===== src/rtl/wb_arb_pkg.sv =====
`default_nettype none
// ============================================================================
// Module   : wb_arb_pkg
// Purpose  : Shared state encoding and default bus widths for wb_arbiter2.
// Revision : 1.0
// ============================================================================
package wb_arb_pkg;

    localparam int ARB_DATA_WIDTH = 16;
    localparam int ARB_ADDR_WIDTH = 32;
    localparam int ARB_SEL_WIDTH  = 2;

    typedef enum logic [1:0] {
        ARB_IDLE = 2'b00,
        ARB_M0   = 2'b01,
        ARB_M1   = 2'b10
    } arb_state_t;

endpackage
`default_nettype wire


===== src/rtl/wb_arb_starve_ctr.sv =====
`default_nettype none
// ============================================================================
// Module   : wb_arb_starve_ctr
// Purpose  : Saturating count of cycles master 1 has waited for the bus.
// Revision : 1.0
// ============================================================================
module wb_arb_starve_ctr #(
    parameter int LIMIT = 64
) (
    input  logic clk,
    input  logic rst,
    input  logic inc,
    input  logic clr,
    output logic starved
);

    localparam int CNT_W = $clog2(LIMIT + 1);
    localparam logic [CNT_W-1:0] C_LIMIT = CNT_W'(LIMIT);

    logic [CNT_W-1:0] r_cnt;

    // Clear wins over increment so a grant always restarts the wait from zero.
    always_ff @(posedge clk) begin
        if (rst) begin
            r_cnt <= '0;
        end else if (clr) begin
            r_cnt <= '0;
        end else if (inc && (r_cnt != C_LIMIT)) begin
            r_cnt <= r_cnt + 1'b1;
        end
    end

    assign starved = (r_cnt == C_LIMIT);

endmodule
`default_nettype wire


===== src/rtl/wb_arbiter2.sv =====
`default_nettype none
// ============================================================================
// Module   : wb_arbiter2
// Purpose  : Two-master Wishbone arbiter, cyc-framed grants, CPU (m0) priority.
//            Define WB_ARB_FAIRNESS_EN to promote a starved master 1.
// Revision : 1.0
// ============================================================================
module wb_arbiter2
    import wb_arb_pkg::*;
#(
    parameter int DATA_WIDTH   = ARB_DATA_WIDTH,
    parameter int ADDR_WIDTH   = ARB_ADDR_WIDTH,
    parameter int SEL_WIDTH    = DATA_WIDTH / 8,
    parameter int STARVE_LIMIT = 64
) (
    input  logic                  clk_i,
    input  logic                  rst_i,

    input  logic [ADDR_WIDTH-1:0] m0_adr_i,
    input  logic [DATA_WIDTH-1:0] m0_dat_i,
    input  logic [SEL_WIDTH-1:0]  m0_sel_i,
    input  logic                  m0_we_i,
    input  logic                  m0_cyc_i,
    input  logic                  m0_stb_i,
    output logic [DATA_WIDTH-1:0] m0_dat_o,
    output logic                  m0_ack_o,

    input  logic [ADDR_WIDTH-1:0] m1_adr_i,
    input  logic [DATA_WIDTH-1:0] m1_dat_i,
    input  logic [SEL_WIDTH-1:0]  m1_sel_i,
    input  logic                  m1_we_i,
    input  logic                  m1_cyc_i,
    input  logic                  m1_stb_i,
    output logic [DATA_WIDTH-1:0] m1_dat_o,
    output logic                  m1_ack_o,

    output logic [ADDR_WIDTH-1:0] s_adr_o,
    output logic [DATA_WIDTH-1:0] s_dat_o,
    output logic [SEL_WIDTH-1:0]  s_sel_o,
    output logic                  s_we_o,
    output logic                  s_cyc_o,
    output logic                  s_stb_o,
    input  logic [DATA_WIDTH-1:0] s_dat_i,
    input  logic                  s_ack_i,

    output logic [1:0]            gnt_o
);

    arb_state_t r_state;
    arb_state_t w_state_next;
    logic       w_req0;
    logic       w_req1;
    logic       w_starved;

    assign w_req0 = m0_cyc_i & m0_stb_i;
    assign w_req1 = m1_cyc_i & m1_stb_i;

`ifdef WB_ARB_FAIRNESS_EN
    wb_arb_starve_ctr #(
        .LIMIT   (STARVE_LIMIT)
    ) u_starve_ctr (
        .clk     (clk_i),
        .rst     (rst_i),
        .inc     (w_req1 && (r_state != ARB_M1)),
        .clr     ((w_state_next == ARB_M1) && (r_state != ARB_M1)),
        .starved (w_starved)
    );
`else
    assign w_starved = 1'b0;
`endif

    always_ff @(posedge clk_i) begin
        if (rst_i) begin
            r_state <= ARB_IDLE;
        end else begin
            r_state <= w_state_next;
        end
    end

    // Grants only change via IDLE, which enforces one turnaround cycle.
    always_comb begin
        w_state_next = r_state;
        case (r_state)
            ARB_IDLE: begin
                if (w_req1 && w_starved) begin
                    w_state_next = ARB_M1;
                end else if (w_req0) begin
                    w_state_next = ARB_M0;
                end else if (w_req1) begin
                    w_state_next = ARB_M1;
                end
            end
            ARB_M0: begin
                if (!m0_cyc_i) begin
                    w_state_next = ARB_IDLE;
                end
            end
            ARB_M1: begin
                if (!m1_cyc_i) begin
                    w_state_next = ARB_IDLE;
                end
            end
            default: w_state_next = ARB_IDLE;
        endcase
    end

    always_comb begin
        s_adr_o  = '0;
        s_dat_o  = '0;
        s_sel_o  = '0;
        s_we_o   = 1'b0;
        s_cyc_o  = 1'b0;
        s_stb_o  = 1'b0;
        m0_ack_o = 1'b0;
        m1_ack_o = 1'b0;
        case (r_state)
            ARB_M0: begin
                s_adr_o  = m0_adr_i;
                s_dat_o  = m0_dat_i;
                s_sel_o  = m0_sel_i;
                s_we_o   = m0_we_i;
                s_cyc_o  = m0_cyc_i;
                s_stb_o  = m0_stb_i;
                m0_ack_o = s_ack_i;
            end
            ARB_M1: begin
                s_adr_o  = m1_adr_i;
                s_dat_o  = m1_dat_i;
                s_sel_o  = m1_sel_i;
                s_we_o   = m1_we_i;
                s_cyc_o  = m1_cyc_i;
                s_stb_o  = m1_stb_i;
                m1_ack_o = s_ack_i;
            end
            default: ;
        endcase
    end

    assign m0_dat_o = s_dat_i;
    assign m1_dat_o = s_dat_i;
    assign gnt_o    = {r_state == ARB_M1, r_state == ARB_M0};

endmodule
`default_nettype wire

===== config.mk =====
export PLATFORM = sky130hd
export DESIGN_NAME = wb_arbiter2
export DESIGN_NICKNAME = d
export VERILOG_FILES = /design/src/rtl/wb_arb_pkg.sv /design/src/rtl/wb_arb_starve_ctr.sv /design/src/rtl/wb_arbiter2.sv
export SDC_FILE = /design/constraint.sdc
export NUM_CORES = 1
export LEC_CHECK = 0
export BUFFER_PORTS_ARGS = -buffer_cell sky130_fd_sc_hd__buf_4
export CAP_MARGIN = 0
export CORE_AREA = 2 2 83 85
export CTS_BUF_LIST = sky130_fd_sc_hd__clkbuf_4 sky130_fd_sc_hd__clkbuf_8 sky130_fd_sc_hd__clkbuf_16
export DETAILED_ROUTE_END_ITERATION = 8
export DIE_AREA = 0 0 85 87
export GPL_TIMING_DRIVEN = 0
export PLACE_DENSITY = 0.65
export SYNTH_ARGS = -nofsm -noshare
export SYNTH_HDL_FRONTEND = slang
export SYNTH_HIERARCHICAL = 1
export SYNTH_SLANG_ARGS = --single-unit
export TNS_END_PERCENT = 30

===== constraint.sdc =====
create_clock -name clk_i -period 3.9 [get_ports clk_i]
set_input_delay 0.585 -clock clk_i [delete_from_list [all_inputs] [get_ports clk_i]]
set_output_delay 0.585 -clock clk_i [all_outputs]
set_load 0.03 [all_outputs]

==> After elaboration in Yosys (flattened, before gate mapping) <==
Cells that the tools add are included.
{ "classes": {"reduce_logical": 2, "n_mux": 13, "bitwise": 2, "n_eq_ne": 5} }
{ "ops": {"columns": ["op", "count"], "rows": [
  ["case mux 32 bit (2 select lines)", 1],
  ["case mux 16 bit (2 select lines)", 1],
  ["2-to-1 mux 2 bit", 4],
  ["case mux 1 bit (2 select lines)", 3],
  ["case mux 2 bit (3 select lines)", 1],
  ["inequality test 2 bit, second input constant", 2],
  ["case mux 2 bit (2 select lines)", 1],
  ["inequality test 3 bit, second input constant", 1],
  ["AND reduction 3 bit", 1],
  ["bitwise AND 1 bit", 2],
  ["equality test 2 x 1 -> 1 bit, second input constant", 1],
  ["equality test 2 bit, second input constant", 1],
  ["logical NOT 2 bit", 1],
  ["2-to-1 mux 1 bit", 2]
]} }
{ "totals": {"regBits": 2, "word_cells": 23} }

==> Logic depth before layout (Yosys ltp) <==
{ "depth": {"word_depth": 4, "depth_mapped": 6} }

==> Worst setup path after synthesis <==
OpenSTA, ideal clock, no wires.
{ "synth_timing": {"path_type": "flip-flop to output port", "from": "reg r_state[0]", "to": "out s_adr_o[10]", "n_path_buf": 2, "arrival_ns": 1.694, "stages_incl_launch_ff": 7, "required_ns": 3.315, "slack_ns": 1.621, "cell_sequence": "dfxtp_1 > inv_1 > ha_1 > buf_2 > buf_2 > a22oi_1 > nor2b_1"} }
{ "synth_via": {"elab_chain_cells": 2, "word_cells_on_any_way": 3} }
{ "synth_rtl": {"columns": ["item", "line", "text"], "rows": [
  ["start: declaration", "wb_arbiter2.sv:49", "arb_state_t r_state;"],
  ["start signal: assignment", "wb_arbiter2.sv:76", "r_state <= w_state_next;"],
  ["equality test 2 bit", null, null],
  ["named net gnt_o[1]", "wb_arbiter2.sv:46", "output logic [1:0] gnt_o"],
  ["case mux 32 bit (2 select lines)", "wb_arbiter2.sv:116", "case (r_state)"],
  ["end: declaration", "wb_arbiter2.sv:37", "output logic [ADDR_WIDTH-1:0] s_adr_o,"]
]} }
The timed path passes the listed nets, and every way through them passes these cells.

==> Final worst setup path <==
{ "layout_timing": {"from": "reg r_state[0]", "to": "out s_dat_o[10]"} }
{ "layout_via": {"elab_chain_cells": 2, "word_cells_on_any_way": 3} }
{ "layout_rtl": {"columns": ["item", "line", "text"], "rows": [
  ["equality test 2 bit / equality test 2 x 1 -> 1 bit (equally long branches)", "wb_arbiter2.sv:116", null],
  ["case mux 16 bit (2 select lines) *", "wb_arbiter2.sv:116", null],
  ["end: declaration", "wb_arbiter2.sv:38", "output logic [DATA_WIDTH-1:0] s_dat_o,"]
]} }
Mark *: on every way between the ends. The rest lies on a longest branch, timed or not.

==> results by group <==
Clocking
  • Clock tree from TritonCTS: done
  • Total clock buffers created by CTS: 3
  • Root buf cell: clkbuf_8
  • Hold Buf Count CTS: 0
  • Clock network latency to the later pin of the worst-skew pair: 0.21 ns
  • Worst-case clock buffer depth: 2
  • CTS HTree Levels: 1
  • Post-cts sizing count: 0
  • Clock tree sinks: 2
  • Clock transition at the registers of the reported paths: 0.03 ns
  • Number of buffers inserted to repair setup after CTS: 0

Routing
  • Total via count in the routed design: 2010
  • Number of detailed-routing iterations run before antenna repair: 6
  • Post-Route WL: around 6 mm
  • Average vias per placed instance: 4.41
  • Detailed-route wire length per cell: about 13 um
  • Final ANT Viol Nets: 0
  • DRC: 0
  • Starting DRT DRC Count: 45

Floorplan
  • Core Rows: 30
  • Die area: 0.00740 mm^2
  • Count of boundary I/O pins: 214
  • Vertical die dimension: 87 um
  • Initial core utilization: 19.1%
  • Die W: between 80 and 90 um
  • Core area: 0.00657 mm^2

STA
  • Final worst path period need: roughly 2.4 ns
  • Final-report max-slew violation count: 0
  • RSZ-0062 raised after global routing: no
  • Tightest Pin Transition: 0.375 ns
  • Setup tns final: 0 ns
  • Ratio of final minimum period to clock period: between 60 and 70%
  • Count of final hold-check violations: 0
  • Worst slack on hold paths: 0.574 ns
  • Endpoints failing setup: 0
  • Peak Freq: 412 MHz
  • Setup clock skew after layout: between 0.002 and 0.003 ns
  • Slew Limit Headroom: 75.0%

Layout
  • Top reg by flops: r_state
  • Final antenna diode count: 0
  • Number of nets in the layout: 508
  • Flip-flop count of the largest register, all copies and words added: 2
  • Layout Area Growth over Synthesis: 129%
  • Fraction of layout instances using a drive strength above 1: 66.0%
  • Biggest registers after layout: r_state x2

Pwr
  • Max rail drop VDD: 0.117 mV
  • Leakage: 1.43 nW
  • Power per Cell Area: 168 mW/mm^2

Worst hold path
  • Class of the tightest hold or removal check: input port to flop
  • Count of cells along the worst hold path: 2

Critical path
  • Worst setup path category: flop to output pin
  • Crit start category: flop
  • Worst Path Max Fanout: 10
  • Data required time of the worst path: 3.31 ns
  • Slowest cell on the critical path: ha_1
  • Cells on worst reg2reg path: 5
  • Kind of capture point of the worst setup path: output pin
  • CP cell instances: inv_1 > ha_1 > clkbuf_1 > nor2b_1 > buf_4
  • Largest incremental delay on the critical path: approximately 0.45 ns
  • Arrival @ worst endpoint: 1.85 ns
  • Register-to-register setup slack: 2.54 ns

GRT
  • Vias in the first global route: 1891
  • Initial antenna violation count: 0
  • Total grt overflow: 0
  • GRT Total Usage: 14.4%
  • Maximum number of pins on one net before global-route repair: 11
  • Wire length of the first global-routing pass: about 9 mm

Run
  • Number of maximum-capacitance violations: 0

Place
  • Final weighted congestion of routability-driven global placement: 0.806
  • HPWL after detailed placement: between 5 and 6 mm
  • Count of input and output buffers: around 200

Synth
  • Post-Syn Instances: approximately 180
  • Async S/R FF share, synth: 0%
  • Synth warn: 6
  • Syn Nets: 306
  • Flip-flop and latch count after synthesis: 2
  • Average instance area after synthesis: 7.13 um^2
  • Post-synthesis instance area: 0.00125 mm^2
  • Sequential area share after synthesis: 3.19%
  • Flip-flop cell with the highest count after synthesis: dfxtp_1
  • Count of unique library cells instantiated by Yosys: 19
  • Number of synthesized flops with an enable pin: 0

Status
  • Status: complete, no violations
power breakdown:
part	total, mW	switching, mW	internal (mW)
Sequential	0.0236	0.00123	0.0223
Combinational	0.376	0.182	0.194
Clock	0.0823	0.0170	0.0653
path summary, 6_finish.rpt:
path	start	to
max	r_state[0]$_SDFFE_PP0P_	s_dat_o[10]
max reg2reg	r_state[0]$_SDFFE_PP0P_	r_state[0]$_SDFFE_PP0P_
min reg2reg	r_state[0]$_SDFFE_PP0P_	r_state[0]$_SDFFE_PP0P_
min	rst_i	r_state[1]$_SDFFE_PP0P_
cells by family (layout without fill, tap and decap cells):
group | Yosys count | in the layout | share of synthesized area [%]
buffers and inverters | 51 | 251 | 26.0
adders and majority gates | 5 | 5 | 4.99
and+or+nand+nor | 61 | 61 | 30.6
AOI/OAI and AO/OA | 57 | 57 | 35.2
DFF | 2 | 2 | 3.19
critical path: cells and delay by family, from the launching register on:
family	cells	cell delay, ns
buffers and inverters	3	0.62
flip-flops	1	0.34
AND/OR/NAND/NOR	1	0.21
adder cells (fa/ha/maj)	1	0.45
metrics by stage:
stage               setup slack, ns  instance area, um^2  utilization, %  std cells  power, mW
global route                   1.32                 2880            43.8        456      0.513
CTS                            1.44                 2880            43.8        456      0.488
global placement               1.61                 2830            43.1        453      0.400
floorplan                      1.62                 1250               -        176      0.235
detailed placement             1.67                 2830            43.1        453      0.403
finish                         1.47                 2880            43.8        456      0.482
placed cells by master, fill, tap and decap left out:
cell | netlist | final
nand2_1 | 2 | 2
a22o_1 | 1 | 1
o31a_1 | 1 | 1
clkbuf_8 | 0 | 3
and2_1 | 3 | 3
a22oi_1 | 52 | 52
a211o_1 | 1 | 1
o41ai_2 | 1 | 1
dfxtp_1 | 2 | 2
ha_1 | 5 | 5
and2_4 | 1 | 1
a21oi_2 | 1 | 1
nor2b_1 | 52 | 52
nand4b_1 | 1 | 1
clkbuf_1 | 5 | 5
nor3_2 | 1 | 1
buf_2 | 12 | 12
buf_4 | 32 | 229
inv_1 | 2 | 2
nor3_1 | 1 | 1
cell type report:
class | count | area [um^2]
clock buffer | 3 | 41.3
tap | 80 | 100
timing repair buffer | 197 | 1480
buffer | 49 | 319
fill | 691 | 3690
sequential | 2 | 40.0
multi-input combinational | 123 | 888
inverter | 2 | 7.51
layer usage:
layer	wire [um]	up-vias	GRT usage, %
met3	639	5	3.60
met2	3230	118	28.6
li1	-	998	-
met4	30	0	2.16
met1	2090	889	15.4
met5	0	-	0
cell usage after synthesis (2+ instances only):
cell type / count / area, um^2
clkbuf_1: 5 / 18.8
ha_1: 5 / 62.6
and2_1: 3 / 18.8
nor2b_1: 52 / 325
a22oi_1: 52 / 390
buf_2: 12 / 60.1
inv_1: 2 / 7.51
dfxtp_1: 2 / 40.0
buf_4: 32 / 240
nand2_1: 2 / 7.51
No activity file was read; power rests on OpenSTA's default activity.
